`config.mk`:
```
export PLATFORM = sky130hd
export DESIGN_NAME = uart_error_tracker
export DESIGN_NICKNAME = d
export VERILOG_FILES = /design/src/rtl/uart_error_tracker.sv
export SDC_FILE = /design/constraint.sdc
export NUM_CORES = 1
export LEC_CHECK = 0
export BUFFER_PORTS_ARGS = -buffer_cell sky130_fd_sc_hd__buf_2
export CAP_MARGIN = 30
export CORE_UTILIZATION = 54
export CTS_CLUSTER_DIAMETER = 150
export DETAILED_ROUTE_END_ITERATION = 8
export PLACE_DENSITY = 0.81
export SLEW_MARGIN = 10
export SYNTH_ARGS = -nofsm -noshare
export SYNTH_HDL_FRONTEND = slang
export SYNTH_SLANG_ARGS = --single-unit
```
`constraint.sdc`:
```
create_clock -name clk -period 4.9 [get_ports clk]
set_input_delay 0.245 -clock clk [delete_from_list [all_inputs] [get_ports clk]]
set_output_delay 0.245 -clock clk [all_outputs]
set_load 0.005 [all_outputs]
```
`src/rtl/uart_error_tracker.sv`:
```
// rtl/uart_error_tracker.sv - UART receive error status, break/timeout detection and event counters (optional counters: UART_ERR_COUNTERS_EN)
module uart_error_tracker #(
    parameter int CNT_WIDTH = 8,
    parameter int DIV_WIDTH = 16,
    parameter int PER_WIDTH = 8
) (
    input  logic                 clk,
    input  logic                 rst_n,
    input  logic                 frame_error,
    input  logic                 parity_error,
    input  logic                 overrun_error,
    input  logic                 frame_active,
    input  logic                 rx_filtered,
    input  logic [DIV_WIDTH-1:0] bit_div,
    input  logic [PER_WIDTH-1:0] break_bits,
    input  logic [PER_WIDTH-1:0] timeout_bits,
    input  logic [4:0]           err_clear,
    input  logic [4:0]           irq_mask,
    input  logic                 cnt_clear,
    output logic [4:0]           status,
    output logic [4:0]           first_err,
    output logic                 error_any,
    output logic                 irq,
    output logic [CNT_WIDTH-1:0] cnt_frame,
    output logic [CNT_WIDTH-1:0] cnt_parity,
    output logic [CNT_WIDTH-1:0] cnt_overrun,
    output logic [CNT_WIDTH-1:0] cnt_break
);

    typedef enum logic [1:0] {
        LINE_IDLE  = 2'd0,
        LINE_LOW   = 2'd1,
        LINE_BREAK = 2'd2
    } line_state_e;

    // Registered state
    logic [4:0]           status_q, status_d;
    logic [4:0]           first_err_q, first_err_d;
    logic                 irq_q, irq_d;
    logic                 rx_q, rx_d;
    logic                 fa_q, fa_d;
    logic [DIV_WIDTH-1:0] tick_cnt_q, tick_cnt_d;
    logic [PER_WIDTH-1:0] low_cnt_q, low_cnt_d;
    logic [PER_WIDTH-1:0] idle_cnt_q, idle_cnt_d;
    logic                 armed_q, armed_d;
    line_state_e          state_q, state_d;

    // Combinational helpers
    logic                 rx_edge;
    logic                 tick;
    logic [DIV_WIDTH-1:0] div_eff;
    logic [DIV_WIDTH-1:0] tick_base;
    logic [DIV_WIDTH-1:0] tick_inc;
    logic [PER_WIDTH-1:0] low_inc;
    logic [PER_WIDTH-1:0] idle_inc;
    logic                 break_entry;
    logic                 timeout_hit;
    logic                 frame_ok;
    logic [4:0]           set_bits;

    // Bit-period tick: the edge cycle counts as the first cycle of a new period
    always_comb begin
        rx_d       = rx_filtered;
        rx_edge    = (rx_filtered != rx_q);
        div_eff    = (bit_div == '0) ? DIV_WIDTH'(1) : bit_div;
        tick_base  = rx_edge ? '0 : tick_cnt_q;
        tick_inc   = tick_base + DIV_WIDTH'(1);
        tick       = (tick_inc >= div_eff);
        tick_cnt_d = tick ? '0 : tick_inc;
    end

    // Line FSM next state: counts low bit periods and flags a break once per low run
    always_comb begin
        state_d     = state_q;
        low_cnt_d   = low_cnt_q;
        break_entry = 1'b0;
        low_inc     = (low_cnt_q == '1) ? low_cnt_q : low_cnt_q + PER_WIDTH'(1);
        case (state_q)
            LINE_IDLE: begin
                low_cnt_d = '0;
                if (!rx_filtered) begin
                    state_d = LINE_LOW;
                end
            end
            LINE_LOW: begin
                if (rx_filtered) begin
                    state_d   = LINE_IDLE;
                    low_cnt_d = '0;
                end else if (tick) begin
                    low_cnt_d = low_inc;
                    if ((break_bits != '0) && (low_inc >= break_bits)) begin
                        state_d     = LINE_BREAK;
                        break_entry = 1'b1;
                        low_cnt_d   = '0;
                    end
                end
            end
            LINE_BREAK: begin
                low_cnt_d = '0;
                if (rx_filtered) begin
                    state_d = LINE_IDLE;
                end
            end
            default: begin
                state_d   = LINE_IDLE;
                low_cnt_d = '0;
            end
        endcase
    end

    // Idle timeout: armed at end of frame, fires once per idle gap
    always_comb begin
        fa_d        = frame_active;
        armed_d     = armed_q;
        idle_cnt_d  = idle_cnt_q;
        timeout_hit = 1'b0;
        idle_inc    = (idle_cnt_q == '1) ? idle_cnt_q : idle_cnt_q + PER_WIDTH'(1);
        if (rx_edge || frame_active) begin
            idle_cnt_d = '0;
        end else if (armed_q && rx_filtered && tick) begin
            idle_cnt_d = idle_inc;
            if ((timeout_bits != '0) && (idle_inc >= timeout_bits)) begin
                timeout_hit = 1'b1;
                armed_d     = 1'b0;
                idle_cnt_d  = '0;
            end
        end
        if (fa_q && !frame_active) begin
            armed_d = 1'b1;
        end
    end

    // Sticky status, first-error capture and registered interrupt
    always_comb begin
        frame_ok = frame_error && (state_q != LINE_BREAK) && !break_entry;
        set_bits = {timeout_hit, break_entry, overrun_error, parity_error, frame_ok};
        status_d = (status_q & ~err_clear) | set_bits;
        if (break_entry) begin
            // A break is what really happened; the stop-bit error it caused is dropped
            status_d[0] = 1'b0;
        end
        if (status_d == 5'd0) begin
            first_err_d = 5'd0;
        end else if (status_q == 5'd0) begin
            first_err_d = status_d & (~status_d + 5'd1);
        end else begin
            first_err_d = first_err_q;
        end
        irq_d = |(status_q & ~irq_mask);
    end

    // State registers
    always_ff @(posedge clk or negedge rst_n) begin
        if (!rst_n) begin
            status_q    <= 5'd0;
            first_err_q <= 5'd0;
            irq_q       <= 1'b0;
            rx_q        <= 1'b1;
            fa_q        <= 1'b0;
            tick_cnt_q  <= '0;
            low_cnt_q   <= '0;
            idle_cnt_q  <= '0;
            armed_q     <= 1'b0;
            state_q     <= LINE_IDLE;
        end else begin
            status_q    <= status_d;
            first_err_q <= first_err_d;
            irq_q       <= irq_d;
            rx_q        <= rx_d;
            fa_q        <= fa_d;
            tick_cnt_q  <= tick_cnt_d;
            low_cnt_q   <= low_cnt_d;
            idle_cnt_q  <= idle_cnt_d;
            armed_q     <= armed_d;
            state_q     <= state_d;
        end
    end

    assign status    = status_q;
    assign first_err = first_err_q;
    assign error_any = |status_q;
    assign irq       = irq_q;

`ifdef UART_ERR_COUNTERS_EN
    logic [CNT_WIDTH-1:0] cnt_frame_q, cnt_frame_d;
    logic [CNT_WIDTH-1:0] cnt_parity_q, cnt_parity_d;
    logic [CNT_WIDTH-1:0] cnt_overrun_q, cnt_overrun_d;
    logic [CNT_WIDTH-1:0] cnt_break_q, cnt_break_d;

    function automatic logic [CNT_WIDTH-1:0] cnt_next(
        input logic [CNT_WIDTH-1:0] cnt,
        input logic                 inc,
        input logic                 clr
    );
        logic [CNT_WIDTH-1:0] nxt;
        if (clr) begin
            nxt = inc ? CNT_WIDTH'(1) : '0;
        end else if (inc && (cnt != '1)) begin
            nxt = cnt + CNT_WIDTH'(1);
        end else begin
            nxt = cnt;
        end
        return nxt;
    endfunction

    // Saturating event counters; a clear coincident with an event leaves one count
    always_comb begin
        cnt_frame_d   = cnt_next(cnt_frame_q, frame_ok, cnt_clear);
        cnt_parity_d  = cnt_next(cnt_parity_q, parity_error, cnt_clear);
        cnt_overrun_d = cnt_next(cnt_overrun_q, overrun_error, cnt_clear);
        cnt_break_d   = cnt_next(cnt_break_q, break_entry, cnt_clear);
    end

    // Counter registers
    always_ff @(posedge clk or negedge rst_n) begin
        if (!rst_n) begin
            cnt_frame_q   <= '0;
            cnt_parity_q  <= '0;
            cnt_overrun_q <= '0;
            cnt_break_q   <= '0;
        end else begin
            cnt_frame_q   <= cnt_frame_d;
            cnt_parity_q  <= cnt_parity_d;
            cnt_overrun_q <= cnt_overrun_d;
            cnt_break_q   <= cnt_break_d;
        end
    end

    assign cnt_frame   = cnt_frame_q;
    assign cnt_parity  = cnt_parity_q;
    assign cnt_overrun = cnt_overrun_q;
    assign cnt_break   = cnt_break_q;
`else
    logic unused_cnt_clear;
    assign unused_cnt_clear = cnt_clear;
    assign cnt_frame        = '0;
    assign cnt_parity       = '0;
    assign cnt_overrun      = '0;
    assign cnt_break        = '0;
`endif

endmodule

```
; After elaboration in Yosys (flattened, before gate mapping)
; Cells that the tools add are included.
[word_totals]
reg_bits = 48
in_bits = 50
[classes]
add_sub_neg = 4
magnitude_cmp = 3
eq_ne = 11
mux = 32
bitwise_logic = 7
reduce_logical = 24
[op_table]
columns = cell, count
row1 = two-way mux 8 bit, 9
row2 = two-way mux 16 bit, 3
row3 = adder 16 x 1 -> 16 bit (second input constant), 1
row4 = adder 8 x 1 -> 8 bit (second input constant), 2
row5 = equality test 8 bit (second input constant), 2
row6 = greater-or-equal comparator 16 bit, 1
row7 = greater-or-equal comparator 8 bit, 2
row8 = logical NOT 16 bit, 1
row9 = nonzero test 8 bit, 2
row10 = AND 5 bit, 3
row11 = inverter 5 bit, 3
row12 = two-way mux 1 bit, 12
row13 = logical NOT 5 bit, 2
row14 = two-way mux 2 bit, 5
row15 = two-way mux 5 bit, 2
row16 = OR reduction 5 bit, 2
row17 = nonzero test 2 bit, 4
row18 = logical AND 1 bit, 7
row19 = != test 2 bit (second input constant), 3
row20 = != test 3 bit (second input constant), 2
row21 = case mux 2 bit (3 select lines), 1
row22 = adder 5 x 1 -> 5 bit (second input constant), 1
row23 = bitwise OR 5 bit, 1
row24 = AND reduction 4 bit, 1
row25 = 8 further kinds, 9

; Longest topological paths before layout
[depth]
ltp_word = 17
depth_mapped = 17
mapped_depth_nobuf = 15

; Least setup slack after synthesis
; OpenSTA, ideal clock, no wires.
[synth_timing]
path_kind = input-to-reg
start = input rx_filtered
end = register first_err_q[3] (netlist: first_err[3])
arrival_ns = 3.438
required_ns = 4.836
slack_ns = 1.398
cell_stages = 16
path_buffers = 1
path_cell_list = clkbuf_1 -> xnor2_2 -> and2_1 -> ha_1 -> nand4_1 -> nor2_1 -> xnor2_1 -> nor2_1 -> ha_1 -> nand4_2 -> nor3_2 -> o2111ai_2 -> and3_4 -> or3_4 -> nor4b_2 -> a21o_1
[synth_via]
elab_chain_cells = 16
elab_cells_between_ends = 23
classes_between = 2 x add/sub / 1 x order compare / 1 x eq/ne / 9 x mux / 3 x bitwise / 7 x reduce/logical
[synth_rtl]
columns = item, line_no
row1 = "start, declared", 13  ; input logic rx_filtered,
row2 = != test 1 bit, 64  ; rx_edge = (rx_filtered != rx_q);
row3 = two-way mux 16 bit, 66  ; tick_base = rx_edge ? '0 : tick_cnt_q;
row4 = adder 16 x 1 -> 16 bit, 67  ; tick_inc = tick_base + DIV_WIDTH'(1);
row5 = greater-or-equal comparator 16 bit, 68  ; tick = (tick_inc >= div_eff);
row6 = two-way mux 1 bit, 89  ; end else if (tick) begin
row7 = two-way mux 1 bit, 86  ; if (rx_filtered) begin
row8 = two-way mux 1 bit, 78  ; case (state_q)
row9 = logical NOT 1 bit, 135  ; frame_ok = frame_error && (state_q != LINE_BREAK) && !break_entry;
row10 = logical AND 1 bit, 135
row11 = bitwise OR 5 bit, 137  ; status_d = (status_q & ~err_clear) | set_bits;
row12 = two-way mux 1 bit, 138  ; if (break_entry) begin
row13 = inverter 5 bit, 145  ; first_err_d = status_d & (~status_d + 5'd1);
row14 = adder 5 x 1 -> 5 bit, 145
row15 = AND 5 bit, 145
row16 = two-way mux 5 bit, 144  ; end else if (status_q == 5'd0) begin
row17 = two-way mux 5 bit, 142  ; if (status_d == 5'd0) begin
row18 = "end signal, assigned", 167  ; first_err_q <= first_err_d;
row19 = "end, declared", 38  ; logic [4:0] first_err_q, first_err_d;
; Parallel ways exist; a longest one is shown, timed or not. The select of a mux whose other input is x is not followed.
; A chain may end at the register's enable or synchronous reset.

; Final worst setup path
[layout_timing]
start = register rx_q
end = register first_err_q[0] (netlist: first_err[0])
[layout_via]
elab_chain_cells = 16
elab_cells_between_ends = 22
classes_between = 2 x add/sub / 1 x order compare / 1 x eq/ne / 9 x mux / 3 x bitwise / 6 x reduce/logical
[layout_rtl]
columns = item, line_no
row1 = "start, declared", 40  ; logic rx_q, rx_d;
row2 = "start signal, assigned", 169  ; rx_q <= rx_d;
row3 = != test 1 bit (*), 64
row4 = two-way mux 16 bit, 66
row5 = adder 16 x 1 -> 16 bit, 67
row6 = greater-or-equal comparator 16 bit, 68
row7 = two-way mux 1 bit, 89
row8 = two-way mux 1 bit, 86
row9 = two-way mux 1 bit, 78
row10 = logical NOT 1 bit, 135
row11 = logical AND 1 bit, 135
row12 = bitwise OR 5 bit, 137
row13 = two-way mux 1 bit, 138
row14 = inverter 5 bit, 145
row15 = adder 5 x 1 -> 5 bit, 145
row16 = AND 5 bit, 145
row17 = two-way mux 5 bit, 144
row18 = two-way mux 5 bit, 142
; Every way passes the cells marked *; elsewhere a longest branch is shown, timed or not. The select of a mux whose other input is x is not followed.

==> run metrics <==
run status=complete, but fails checks; failing checks=design-rule violations; syn avg cell area=8.50 um2; number of synthesized flops with an enable pin=0; PwrDens=212 nW/um2; DRT iter0 DRCs=141; Top delay family on crit path=simple AND/OR/NAND/NOR gates; Worst Hold Class=primary input to flip-flop; height of the die=84.3 um; Final Cycle Share=0.837; initial antenna violation count=0; NumNets Final=580; CTS tree=done; # clock sinks=48; Die ar.=7100 um2; Post-CTS Setup Repair Bufs=0; largest net degree at the start of global routing=37; final hold vios=0; CP required=5.14 ns; post-layout util=0.632; flops & latches, synth=48; sequential area share after synthesis=0.329; CTS max path bufs=2; H-tree level count=2; CP Buf/Inv Count=1; core area=6460 um2; row count=29; Max Slew Vio Count=0; hold buffer count at CTS=1; Yosys top cell area share=0.322; Area contributors post-synth=dfrtp_1 (32%), ha_1 (12%), buf_4 (6.6%); maximum VDD drop=0.250 mV; final instance area=4080 um2; RSZ-0062 raised after global routing=no; Critical Path AT=4.34 ns; Leak=2.08 nW; worst stage delay on the critical path=0.57 ns; Die Width=84.3 um; Inserted Clock Buffers=5; total track usage=0.227; initial cell density of the core=0.566; MaxCap Viol Count=0; P&R area growth vs syn=11.6%; first-pass GRT wire length=13.2 mm; DRC=13; crit path cell chain=xnor2_2 -> and2_1 -> ha_1 -> nand4_1 -> nor2_1 -> xnor2_1 -> nor2_1 -> ha_1 -> nand4_2 -> nor3_2 -> o2111ai_2 -> a31oi_1 -> buf_4 -> a41oi_2 -> a31oi_4 -> a22o_1; crit end category=flip-flop; via count=3,134; Antenna Cells=0; Fmax=244 MHz; # resized after CTS=0; Post-synth top cells=dfrtp_1 (47), inv_1 (45), nor2_1 (39), nand2_1 (37), ha_1 (35); Synth warnings=0; Syn Inst Count=430; # IOs=94; grt total ovfl=0; post-route ant nets=0; crit path kind=flip-flop to flip-flop; Post-Syn Area=3660 um2; Final HPWL DP=5.89 mm; Netlist cell types=56; via/cell ratio=5.47; setup TNS=0 ns; skew final=0.00748 ns; Total Wirelength=7.52 mm; Clk Latency, worst-skew pair=0.30 ns; number of global-route vias before repair=3,097; dominant register cell in the synthesized netlist=dfrtp_1; largest area contributor in the netlist=dfrtp_1; placer congestion estimate=0.879; dpl cell area=3950 um2; Root Buffer=clkbuf_8; layout cells sized above 1=0.185; Critical-path top delay cell=dfstp_2; most common cell in the netlist=dfrtp_1; Clock Pin Slew Worst Setup and Hold Paths=0.09 ns; drt pass-1 iters=6; post-route minimum period=4.10 ns; CP startpoint kind=flip-flop; average wire per standard cell=13.1 um; ys async rst share=1.00; Crit Path Max Fanout=11; endpoints failing setup=0; Port Buffer Count=60
## through the flow
stage	setup WS, ns	total power, mW	hold slack, ns	instances
2_1_floorplan	1.40	0.528	-0.0506	461
3_5_place_dp	0.844	0.568	0.162	564
6_report	0.799	0.865	0.0611	573
3_3_place_gp	0.941	0.559	0.367	563
4_1_cts	0.817	0.871	0.0477	573
5_1_grt	0.534	0.906	0.0493	573
## final cells by class
type | count | area [um2]
Clock buffer | 6 | 82.6
Clock inverter | 2 | 38.8
Fill cell | 548 | 2380
Inverter | 45 | 169
Multi-Input combinational cell | 330 | 2140
Sequential cell | 48 | 1200
Tap cell | 77 | 96.3
Timing Repair Buffer | 65 | 353
## routing by layer
metal	vias to the layer above	wire, um	track usage
li1	1559	-	-
met1	1470	3340	0.284
met2	96	3710	0.399
met3	9	396	0.0541
met4	0	74	0.0533
met5	-	0	0
## where the power goes
| part | leakage, nW | switching, mW | internal [mW] | total (mW) |
|---|---|---|---|---|
| registers | 0.636 | 0.0124 | 0.411 | 0.423 |
| clock network | 0.0614 | 0.134 | 0.167 | 0.301 |
| logic | 1.38 | 0.0784 | 0.0618 | 0.140 |
| total | 2.08 | 0.225 | 0.640 | 0.865 |
## flip-flops by register name, indices dropped and copies added (netlist names)
register,flops
tick_cnt_q,16
idle_cnt_q,8
low_cnt_q,8
first_err,5
status,5
state_q,2
armed_q,1
fa_q,1
irq,1
rx_q,1
## cell families after synthesis
family	after synthesis	share of synthesized area
multiplexers	4	0.0116
adder cells (fa/ha/maj)	35	0.120
AND/OR/NAND/NOR	170	0.240
AO/OA/AOI/OAI	68	0.128
flip-flops	48	0.329
XOR/XNOR	21	0.0524
buffers and inverters	83	0.118
other	1	0.00103
## final timing paths
kind	startpoint	to	slack, ns	cells after the start
min in group asynchronous	rst_n	status[2]$_DFF_PN0_	0.35	2
setup / recovery	rx_q$_DFF_PN1_	first_err[0]$_DFFE_PN0P_	0.80	16
hold / removal	frame_active	fa_q$_DFF_PN0_	0.06	1
max in group asynchronous	rst_n	rx_q$_DFF_PN1_	4.00	3
setup reg to reg	rx_q$_DFF_PN1_	first_err[0]$_DFFE_PN0P_	0.80	16
hold reg to reg	first_err[4]$_DFFE_PN0P_	first_err[4]$_DFFE_PN0P_	0.49	1
## cells in the final DEF (no fill, tap or decap), types with 3 or more instances in the layout
master    instances
a21o_1            4
a21oi_1          22
nor2b_1           4
dfrtp_1          47
nand3_1          23
ha_1             35
and2_2            3
and3_1            6
nor3_1           19
buf_4             3
nor4_1            8
nand4_1          10
xnor2_1          13
clkbuf_8          6
xor2_1            7
o21ai_0          17
and2_1            3
inv_1            45
o21a_1            5
a22o_1            4
conb_1           32
nand2b_1          5
nand2_1          37
nor2_1           39
buf_2            60
No activity file was read; power rests on OpenSTA's default activity.
